--- config.mk ---
export PLATFORM = sky130hd
export DESIGN_NAME = serial_alu
export DESIGN_NICKNAME = d
export VERILOG_FILES = /design/src/rtl/serial_alu.sv
export SDC_FILE = /design/constraint.sdc
export NUM_CORES = 1
export LEC_CHECK = 0
export CAP_MARGIN = 10
export CORE_MARGIN = 5
export CORE_UTILIZATION = 34
export DETAILED_ROUTE_END_ITERATION = 10
export GPL_TIMING_DRIVEN = 0
export SYNTH_ARGS = -nofsm -noshare
export SYNTH_HDL_FRONTEND = slang
export SYNTH_SLANG_ARGS = --single-unit
--- constraint.sdc ---
create_clock -name clk_in -period 4 [get_ports clk_in]
set_input_delay 0.6 -clock clk_in [delete_from_list [all_inputs] [get_ports clk_in]]
set_output_delay 0.6 -clock clk_in [all_outputs]
set_load 0.05 [all_outputs]
--- src/rtl/serial_alu.sv ---
// Bit-serial ALU: one operand bit per cycle, LSB first, through a single 1-bit slice with registered carry.
// Latency: done_out pulses WIDTH+1 cycles after the edge that accepts start_in; result_out held until the next start.
// Backpressure: start_in is ignored while busy_out is high. Flags are built only with SERIAL_ALU_FLAGS_EN defined.
module serial_alu #(
    parameter int WIDTH = 8
) (
    input  logic             clk_in,
    input  logic             resetn_in,
    input  logic             start_in,
    input  logic [WIDTH-1:0] a_in,
    input  logic [WIDTH-1:0] b_in,
    input  logic [3:0]       op_in,
    output logic             busy_out,
    output logic             done_out,
    output logic [WIDTH-1:0] result_out,
    output logic             zero_out,
    output logic             carry_out,
    output logic             overflow_out
);

    localparam int CNT_W = $clog2(WIDTH);

    typedef enum logic [1:0] {S_IDLE, S_RUN, S_FINISH} state_t;

    state_t             state_q, state_d;
    logic [WIDTH-1:0]   a_q, a_d;
    logic [WIDTH-1:0]   b_q, b_d;
    logic [3:0]         op_q, op_d;
    logic               carry_q, carry_d;
    logic [CNT_W-1:0]   cnt_q, cnt_d;
    logic [WIDTH-1:0]   acc_q, acc_d;
    logic               cin_msb_q, cin_msb_d;
    logic               sum_msb_q, sum_msb_d;
    logic [WIDTH-1:0]   result_q, result_d;
    logic               done_q, done_d;

    logic               wa, wb, slice_sum, slice_res, slice_carry, last_bit;
    logic               ovf, set_bit;
    logic [WIDTH-1:0]   final_res;

    // State register; reset wins over everything, so a start during reset is dropped.
    always_ff @(posedge clk_in) begin
        if (!resetn_in) state_q <= S_IDLE;
        else            state_q <= state_d;
    end

    // Next-state: accept start in IDLE, walk the bits in RUN, one FINISH cycle to commit.
    always_comb begin
        state_d = state_q;
        case (state_q)
            S_IDLE:   if (start_in) state_d = S_RUN;
            S_RUN:    if (last_bit) state_d = S_FINISH;
            S_FINISH: state_d = S_IDLE;
            default:  state_d = S_IDLE;
        endcase
    end

    // FSM outputs: busy covers RUN and FINISH; done and result come straight from registers.
    always_comb begin
        busy_out   = (state_q != S_IDLE);
        done_out   = done_q;
        result_out = result_q;
    end

    // Single 1-bit slice working on the LSB of the shifting operand registers.
    always_comb begin
        wa          = op_q[3] ^ a_q[0];
        wb          = op_q[2] ^ b_q[0];
        slice_sum   = wa ^ wb ^ carry_q;
        slice_carry = ((wa ^ wb) & carry_q) | (wa & wb);
        last_bit    = (cnt_q == CNT_W'(WIDTH - 1));
        case (op_q[1:0])
            2'b00:   slice_res = wa & wb;
            2'b01:   slice_res = wa | wb;
            2'b10:   slice_res = slice_sum;
            default: slice_res = 1'b0;
        endcase
    end

    // Final result: SLT replaces bit 0 with the sign of the true difference; carry_q holds carry-out by now.
    always_comb begin
        ovf       = cin_msb_q ^ carry_q;
        set_bit   = sum_msb_q ^ ovf;
        final_res = acc_q;
        if (op_q[1:0] == 2'b11) final_res = {acc_q[WIDTH-1:1], set_bit};
    end

    // Datapath next-state: latch on start, shift one bit per RUN cycle, commit result in FINISH.
    always_comb begin
        a_d       = a_q;
        b_d       = b_q;
        op_d      = op_q;
        carry_d   = carry_q;
        cnt_d     = cnt_q;
        acc_d     = acc_q;
        cin_msb_d = cin_msb_q;
        sum_msb_d = sum_msb_q;
        result_d  = result_q;
        done_d    = 1'b0;
        case (state_q)
            S_IDLE: begin
                if (start_in) begin
                    a_d       = a_in;
                    b_d       = b_in;
                    op_d      = op_in;
                    carry_d   = op_in[2];
                    cnt_d     = '0;
                    acc_d     = '0;
                    cin_msb_d = 1'b0;
                    sum_msb_d = 1'b0;
                end
            end
            S_RUN: begin
                a_d     = a_q >> 1;
                b_d     = b_q >> 1;
                acc_d   = {slice_res, acc_q[WIDTH-1:1]};
                carry_d = slice_carry;
                cnt_d   = cnt_q + CNT_W'(1);
                if (last_bit) begin
                    cin_msb_d = carry_q;
                    sum_msb_d = slice_sum;
                end
            end
            S_FINISH: begin
                result_d = final_res;
                done_d   = 1'b1;
            end
            default: ;
        endcase
    end

    // Datapath registers with synchronous active-low clear.
    always_ff @(posedge clk_in) begin
        if (!resetn_in) begin
            a_q       <= '0;
            b_q       <= '0;
            op_q      <= '0;
            carry_q   <= 1'b0;
            cnt_q     <= '0;
            acc_q     <= '0;
            cin_msb_q <= 1'b0;
            sum_msb_q <= 1'b0;
            result_q  <= '0;
            done_q    <= 1'b0;
        end else begin
            a_q       <= a_d;
            b_q       <= b_d;
            op_q      <= op_d;
            carry_q   <= carry_d;
            cnt_q     <= cnt_d;
            acc_q     <= acc_d;
            cin_msb_q <= cin_msb_d;
            sum_msb_q <= sum_msb_d;
            result_q  <= result_d;
            done_q    <= done_d;
        end
    end

`ifdef SERIAL_ALU_FLAGS_EN
    logic zero_q, zero_d, cflag_q, cflag_d, ovf_q, ovf_d;

    // Flags are formed in FINISH alongside the result; carry/overflow only mean something for add-type ops.
    always_comb begin
        zero_d  = zero_q;
        cflag_d = cflag_q;
        ovf_d   = ovf_q;
        if (state_q == S_FINISH) begin
            zero_d  = (final_res == '0);
            cflag_d = op_q[1] & carry_q;
            ovf_d   = op_q[1] & ovf;
        end
    end

    // Flag registers.
    always_ff @(posedge clk_in) begin
        if (!resetn_in) begin
            zero_q  <= 1'b0;
            cflag_q <= 1'b0;
            ovf_q   <= 1'b0;
        end else begin
            zero_q  <= zero_d;
            cflag_q <= cflag_d;
            ovf_q   <= ovf_d;
        end
    end

    assign zero_out     = zero_q;
    assign carry_out    = cflag_q;
    assign overflow_out = ovf_q;
`else
    assign zero_out     = 1'b0;
    assign carry_out    = 1'b0;
    assign overflow_out = 1'b0;
`endif

endmodule

# Yosys cells after proc, flatten, opt, wreduce, memory -nomap -nowiden
# Index checks and enable logic that the tools add are counted.
word_totals:
  regBits: 45
  output_inout_bits: 13
  elab_cells: 59
classes:
  addsub: 1
  eq_ne: 8
  mux: 21
  bitwise: 10
  n_reduce_logical: 8
ops:
  columns: ["operator", "n"]
  rows:
  - ["8-bit case mux with 2 select lines", 3]
  - ["8-bit 2-to-1 mux", 3]
  - ["2-bit == test, second input constant", 3]
  - ["1-bit 2-to-1 mux", 6]
  - ["1-bit case mux with 2 select lines", 3]
  - ["3-bit case mux with 2 select lines", 1]
  - ["2-bit AND reduction", 3]
  - ["1-bit bitwise XOR", 6]
  - ["2-bit by 1-bit == test with 1-bit output, second input constant", 2]
  - ["2-bit logical NOT", 2]
  - ["2-bit 2-to-1 mux", 2]
  - ["2-bit != test, second input constant", 2]
  - ["2-bit case mux with 2 select lines", 1]
  - ["2-bit nonzero test", 2]
  - ["3-bit by 1-bit adder with 3-bit output, second input constant", 1]
  - ["3-bit == test, second input constant", 1]
  - ["3-bit 2-to-1 mux", 1]
  - ["1-bit case mux with 3 select lines", 1]
  - ["3-bit AND reduction", 1]
  - ["1-bit bitwise AND", 2]
  - ["1-bit OR", 2]

# Logic depth before layout (Yosys ltp)
# Gate-level depths: netlist of the first run.
depth:
  ltp_word: 5
  mapped_depth: 6
  ltp_nobuf: 6

# Least setup slack after synthesis of the first run
# OpenSTA, ideal clock, no wires.
synth_timing:
  kind: "register -> register"
  from: "reg a_q[0]"
  to: "reg acc_q[7]"
  arrival_time_ns: 1.483
  required_ns: 3.879
  setup_slack_ns: 2.396
  stages_incl_launch_ff: 7
  n_path_buf: 0
  period_less_slack_ns: 1.604
  cell_sequence: "dfxtp_1 xnor2_1 inv_1 fa_1 mux2_2 mux2i_1 o31ai_1"
synth_via:
  elab_chain_cells: 5
  word_cells_on_any_way: 7
  classes_between: "2 x mux; 5 x bitwise"
synth_rtl:
  columns: ["item", "line", "source"]
  rows:
  - ["from (decl)", "26", "logic [WIDTH-1:0] a_q, a_d;"]
  - ["from (signal assigned)", "135", "a_q <= '0;"]
  - ["from (signal assigned)", "146", "a_q <= a_d;"]
  - ["1-bit bitwise XOR *", "67", "wa = op_q[3] ^ a_q[0];"]
  - ["1-bit bitwise XOR (2 in a row)", "69", "slice_sum = wa ^ wb ^ carry_q;"]
  - ["1-bit case mux with 3 select lines *", "72", "case (op_q[1:0])"]
  - ["8-bit case mux with 2 select lines *", "100", "case (state_q)"]
  - ["to (signal assigned)", "140", "acc_q <= '0;"]
  - ["to (signal assigned)", "151", "acc_q <= acc_d;"]
  - ["to (decl)", "31", "logic [WIDTH-1:0] acc_q, acc_d;"]
# Mark *: on every way between the ends. The rest lies on a longest branch, timed or not.
# A chain may end at the register's enable or synchronous reset.

# Final worst setup path of the first run
layout_timing:
  from: "reg state_q[0]"
  to: "out busy_out"
layout_via:
  elab_chain_cells: 1
layout_rtl:
  columns: ["item", "line", "source"]
  rows:
  - ["from (decl)", "25", "state_t state_q, state_d;"]
  - ["from (signal assigned)", "44", "else state_q <= state_d;"]
  - ["2-bit nonzero test", "60", "busy_out = (state_q != S_IDLE);"]
  - ["to (decl)", "13", "output logic busy_out,"]
# No other way between the ends.

==> run_results.csv, run 1 <==
group,metric,value,unit
global_routing,grt_pass1_wl,7.438,mm
drt,vias,1666,
synthesis,synthCells,237,
setup_path,crit_type,"register to primary output",
finish,layout-drive-gt1-share,10.75,%
setup_path,worstPathArrival,1.76,ns
global_routing,antenna_found_initial,0,
clock_network,root_buffer,"clkbuf_8",
clock_network,cts_setup_buffers,0,
clock_network,cts_buffer_depth,2,
die,rows,28,
clock_network,cts_hold_buf,0,
pwr,pwr-share-seq,52.6,%
synthesis,synth_edf_count,0,
timing,hold_viol_final,0,
die,die_w,86.62,um
synthesis,ys_seq_area_share,45.14,%
timing,drv_slew,0,
placement,dp_hpwl,3.203,mm
min_path,hp-class,"register to register",
placement,port-buffer-count,32,
min_path,hold_end,"result_out[6]$_SDFFE_PN0P_",
drt,drtAntennaViolNets,0,
timing,fin_crit_sh,58.91,%
timing,fin_ws,1.643,ns
setup_path,worstReg2RegStart,"b_q[0]$_SDFFE_PN0P_",
timing,finalCriticalPeriod,2.357,ns
synthesis,syn_area_per_cell,8.421,um^2
global_routing,grt_pass1_vias,1556,
die,start_util,34.32,%
setup_path,r2r_cells,5,
setup_path,worst-endpoint-required,3.40,ns
pwr,p_leak,0.0009408,uW
die,pin_count,36,
drt,routed_wirelength,4.410,mm
synthesis,ys_types,36,
synthesis,synth_flop_cell,"dfxtp_1",
finish,syn2layout_area_growth,25.71,%
timing,rsz0062_at_grt,"no",
pwr,internal_power,661.3,uW
pwr,p_sw,254.4,uW
placement,gp_congestion,0.7801,
setup_path,start_kind,"register",
timing,finalSetupTns,0,ns
clock_network,clk_latency,0.30,ns
drt,drt_iter0_drc,50,
clock_network,cts.sinks,45,
finish,fin_nets,306,
clock_network,clkTransAtPathRegs,0.09,ns
setup_path,cp-end-kind,"primary output",
setup_path,r2r_slack,2.26,ns
placement,place_ws,1.805,ns
synthesis,async_flop_share,0,%
die,die-area,7502,um^2
synthesis,ys.warnings.count,0,
run_status,status,"finished clean",
timing,tightest_slew,0.7125,ns
job,drv_cap,0,
clock_network,h-tree-depth,2,
die,die_h,86.62,um
pwr,comb_power_share,16.4,%
synthesis,ys_ff_latch,45,
setup_path,r2r_end,"acc_q[7]$_SDFFE_PN0P_",
synthesis,syn_area,1996,um^2
global_routing,track_usage,12.43,%
timing,whs,0.4565,ns
min_path,min_delay_path_depth,2,
setup_path,path_max_fanout,10,
pwr,p_per_area,365.0,nW/um^2
clock_network,cts_tree,"done",
die,core,5816,um^2
timing,finClkSkew,0.005305,ns
timing,max_slew_margin,52.40,%
pwr,clkPwrFrac,31.0,%
drt,drt-vias-per-instance,4.706,
finish,antenna_cells,0,
drt,drtPass1Iterations,4,
pwr,swShare,27.78,%
min_path,min-delay-start,"result_out[6]$_SDFFE_PN0P_",
clock_network,cts_made_buffers,5,
global_routing,grt_overflow_total,0,
pwr,vdd_ir_drop_max,0.1551,mV
global_routing,grt_max_degree,16,
timing,setup_viol,0,
timing,fmax,0.4243,GHz
drt,drc,0,
drt,post_drt_wl_per_cell,12.46,um
clock_network,cts_resized,0,
cell families (layout without fill, tap and decap cells):
kind of cell / Yosys count / in the layout / synth area share, %
multiplexers: 2 / 2 / 1.066
AND/OR/NAND/NOR: 106 / 106 / 22.26
flip-flops: 45 / 45 / 45.14
adder cells (fa/ha/maj): 5 / 5 / 3.511
other: 1 / 3 / 0.1879
buffers and inverters: 26 / 66 / 9.530
AO/OA/AOI/OAI: 49 / 49 / 16.24
XOR/XNOR: 3 / 3 / 2.069
worst max-delay path, stage by stage, from the launching register on:
cell,delay (ns)
dfxtp_1,0.31
buf_4,0.16
or2_2,0.29
clkdlybuf4s50_1,0.70
synthesized netlist by cell type (3+ instances only):
cell	number	share of area, %
clkbuf_1	5	0.94
a21oi_1	26	6.5
inv_1	3	0.56
ha_1	4	2.5
nand3_1	15	3.8
nand2_1	60	11
buf_6	5	2.8
dfxtp_1	45	45
buf_4	8	3.0
a311oi_1	14	6.1
nor2_1	22	4.1
power by group through the flow:
stage                     clock network [uW]  registers, uW  logic [uW]
after floorplan                            0            489         103
after global placement                     0            492         149
after detailed placement                   0            492         150
after CTS                                291            482         151
after global routing                     315            484         165
final                                    284            482         150
worst max-delay path by stage:
stage / start / endpoint / slack, ns
global placement: start_in / op_q[2]$_SDFFE_PN0P_ / 1.85
detailed placement: start_in / op_q[3]$_SDFFE_PN0P_ / 1.80
finish: state_q[0]$_SDFFE_PN0P_ / busy_out / 1.64
floorplan: a_q[0]$_SDFFE_PN0P_ / acc_q[7]$_SDFFE_PN0P_ / 2.40
global route: state_q[1]$_SDFFE_PN0P_ / busy_out / 1.60
CTS: state_q[0]$_SDFFE_PN0P_ / busy_out / 1.63
stage by stage:
stage                     std cells  instance area (um^2)  total power [uW]  utilization, %
final                           354                  2509             915.7           43.14
after global routing            354                  2509             965.0           43.14
after CTS                       354                  2509             924.0           43.14
after detailed placement        346                  2417             642.9           41.57
after global placement          346                  2417             641.2           41.57
after floorplan                 239                  2003             592.2               -
sequential cells by signal, indices dropped and copies added (netlist names):
| signal | count |
|---|---|
| op_q | 4 |
| a_q | 8 |
| result_out | 8 |
| b_q | 8 |
| acc_q | 8 |
| carry_q | 1 |
| cnt_q | 3 |
| cin_msb_q | 1 |
| sum_msb_q | 1 |
| done_out | 1 |
| state_q | 2 |
per-layer routing:
layer	share of wire [%]	GRT usage [%]
met5	0	0
met4	1.2	3.824
met3	5.6	3.042
met2	45	19.12
met1	48	17.15
area by class of cell:
cell class                 instances  area (um^2)
sequential                        45        900.9
timing repair buffer              32        320.3
clock inverter                     3        22.52
tap                               75        93.84
fill                             625         3307
inverter                           4        15.01
buffer                            22        175.2
multi-input combinational        168        912.1
clock buffer                       5        68.82
placed cells by master, fill, tap and decap left out, drive strengths merged, types with 2 or more instances in the layout:
cell type	n
a21oi	26
a22oi	2
a311oi	14
buf	17
clkbuf	10
clkdlybuf4s50	32
clkinvlp	3
conb	3
dfxtp	45
ha	4
inv	3
nand2	60
nand2b	2
nand3	15
nor2	23
nor2b	2
(Power assumes the default switching activity.)
==> run 2: changes to the inputs <==
clock period = 2.02 ns   (was 4 ns; I/O delays follow)
==> run 2 against run 1 <==
Compared with the run above:
- sequential share of layout area is essentially flat
- largest power group unchanged
- non-clock buffer count did not move
- global-route usage unchanged
- register-to-register slack got worse by 2.0 ns
==> run_results.csv, run 2 (synthesis results as in run 1) <==
group,metric,value,unit
run_status,status,"finished clean",
timing,hold_viol_final,0,
placement,dp_hpwl,3.203,mm
pwr,p_per_area,722.7,nW/um^2
setup_path,r2r_slack,0.28,ns
drt,wl_met2,1.976,mm
finish,layout_common_cells,"nand2_1, dfxtp_1, clkdlybuf4s50_1",
timing,finalCriticalPeriod,1.780,ns
clock_network,cts_tree,"done",
global_routing,track_usage,12.43,%
timing,drv_slew,0,
drt,drt-vias-per-instance,4.706,
timing,max_slew_margin,52.40,%
setup_path,r2r_cells,5,
job,drv_cap,0,
pwr,p_leak,0.0009438,uW
die,rows,28,
setup_path,cp_slowest_cell,"dlygate4sd2_1",
global_routing,antenna_found_initial,0,
setup_path,cp_num_cells,3,
global_routing,grt_overflow_total,0,
setup_path,crit_chain,"buf_4, or2_2, dlygate4sd2_1",
die,die_w,86.62,um
clock_network,cts_buffer_depth,2,
clock_network,cts_setup_buffers,0,
setup_path,max_stage_delay,0.42,ns
placement,port-buffer-count,32,
drt,routed.top_layer,"met4",
drt,drtPass1Iterations,4,
placement,placed_area,2417,um^2
setup_path,worst-endpoint-required,1.72,ns
finish,final_cells,354,
setup_path,crit_type,"register to primary output",
timing,setup_viol,0,
die,core,5816,um^2
pwr,vdd_ir_drop_max,0.3071,mV
clock_network,cts.sinks,45,
setup_path,critPathBufInv,2,
drt,post_drt_wl_per_cell,12.46,um
min_path,hold_end,"result_out[6]$_SDFFE_PN0P_",
timing,finalSetupTns,0,ns
drt,met1Wirelength,2.132,mm
min_path,hp-class,"register to register",
timing,fmax,0.5619,GHz
placement,gp_congestion,0.7801,
min_path,min-delay-start,"result_out[6]$_SDFFE_PN0P_",
pwr,power,1812,uW
setup_path,cp_top_family,"buffers and inverters",
finish,layout-drive-gt1-share,10.75,%
placement,dpl.cell_count,346,
setup_path,worstPathArrival,1.48,ns
setup_path,worstReg2RegStart,"b_q[0]$_SDFFE_PN0P_",
die,start_util,34.32,%
finish,layout_commonest_cell,"nand2_1",
drt,vias,1666,
setup_path,path_max_fanout,10,
timing,finClkSkew,0.005305,ns
drt,drtAntennaViolNets,0,
placement,place_ws,0.1216,ns
finish,antenna_cells,0,
setup_path,cp-end-kind,"primary output",
min_path,min_delay_path_depth,2,
finish,multi_input_area,912.1,um^2
clock_network,clkTransAtPathRegs,0.09,ns
clock_network,root_buffer,"clkbuf_8",
die,die_h,86.62,um
drt,drt_iter0_drc,50,
timing,fin_ws,0.2402,ns
clock_network,h-tree-depth,2,
clock_network,cts_hold_buf,0,
timing,tightest_slew,0.7125,ns
die,die-area,7502,um^2
finish,syn2layout_area_growth,25.64,%
finish,regArea,900.9,um^2
global_routing,grt_pass1_vias,1556,
drt,wl_met3,248,um
finish,fin_nets,306,
clock_network,clk_latency,0.30,ns
clock_network,cts_made_buffers,5,
timing,rsz0062_at_grt,"no",
drt,drc,0,
timing,fin_crit_sh,88.11,%
setup_path,start_kind,"register",
finish,n_fill_cell,626,
drt,routed_wirelength,4.410,mm
global_routing,grt_pass1_wl,7.438,mm
finish,finalInstanceArea,2507,um^2
die,pin_count,36,
setup_path,r2r_end,"acc_q[7]$_SDFFE_PN0P_",
global_routing,grt_max_degree,16,
==> run 2: changes by cell type in the layout (fill, tap and decap cells not counted), sizes merged <==
cell           previous run  this run
dlygate4sd2               0         1
clkdlybuf4s50            32        31
==> run 2: repair_timing <==
action | 4_1_cts | 5_1_grt
setup endpoints to repair | 1 | 0
resized for setup | 1 | 0
endpoints found under the hold margin | 0 | 0
==> run 2: where the power goes <==
group	internal, uW	switching, uW
logic	138	158
clock network	243	319
registers	928	26.3
==> run 2: stage by stage <==
step	util, %	hold slack [ns]
2_1_floorplan	-	0.4387
3_3_place_gp	41.57	0.4422
3_5_place_dp	41.57	0.4464
4_1_cts	43.12	0.4584
5_1_grt	43.12	0.4770
6_report	43.12	0.4565
==> run 2: worst max-delay path by stage <==
| stage | startpoint | to | slack (ns) |
|---|---|---|---|
| CTS | state_q[0]$_SDFFE_PN0P_ | busy_out | 0.23 |
| floorplan | a_q[0]$_SDFFE_PN0P_ | acc_q[7]$_SDFFE_PN0P_ | 0.42 |
| global route | b_q[0]$_SDFFE_PN0P_ | acc_q[7]$_SDFFE_PN0P_ | 0.16 |
| global placement | start_in | op_q[2]$_SDFFE_PN0P_ | 0.17 |
| finish | state_q[0]$_SDFFE_PN0P_ | busy_out | 0.24 |
| detailed placement | start_in | op_q[3]$_SDFFE_PN0P_ | 0.12 |
==> run 2: routing by layer <==
metal	vias up	GRT usage (%)
met2	37	19.12
met5	-	0
li1	874	-
met4	0	3.824
met3	5	3.042
met1	750	17.15
==> run 2: tightest hold or removal path: cells and delay by family, from the launching register on <==
family             cells  cell delay, ns
DFF                    1            0.32
and+or+nand+nor        1            0.05
AOI/OAI and AO/OA      1            0.05
==> run 2: layout make-up <==
class	instances	area share [%]
buffer	22	6.986
clock buffer	5	2.745
clock inverter	3	0.8982
inverter	4	0.5988
multi-input combinational	168	36.38
sequential	45	35.93
tap	75	3.743
timing repair buffer	32	12.72
==> run 3: changes to the inputs <==
HOLD_SLACK_MARGIN = 0.12   (was unset)
SLEW_MARGIN = 15   (was unset)
==> results of run 3 <==
No change in the layout: final DEF, timing and power equal those of run 2.
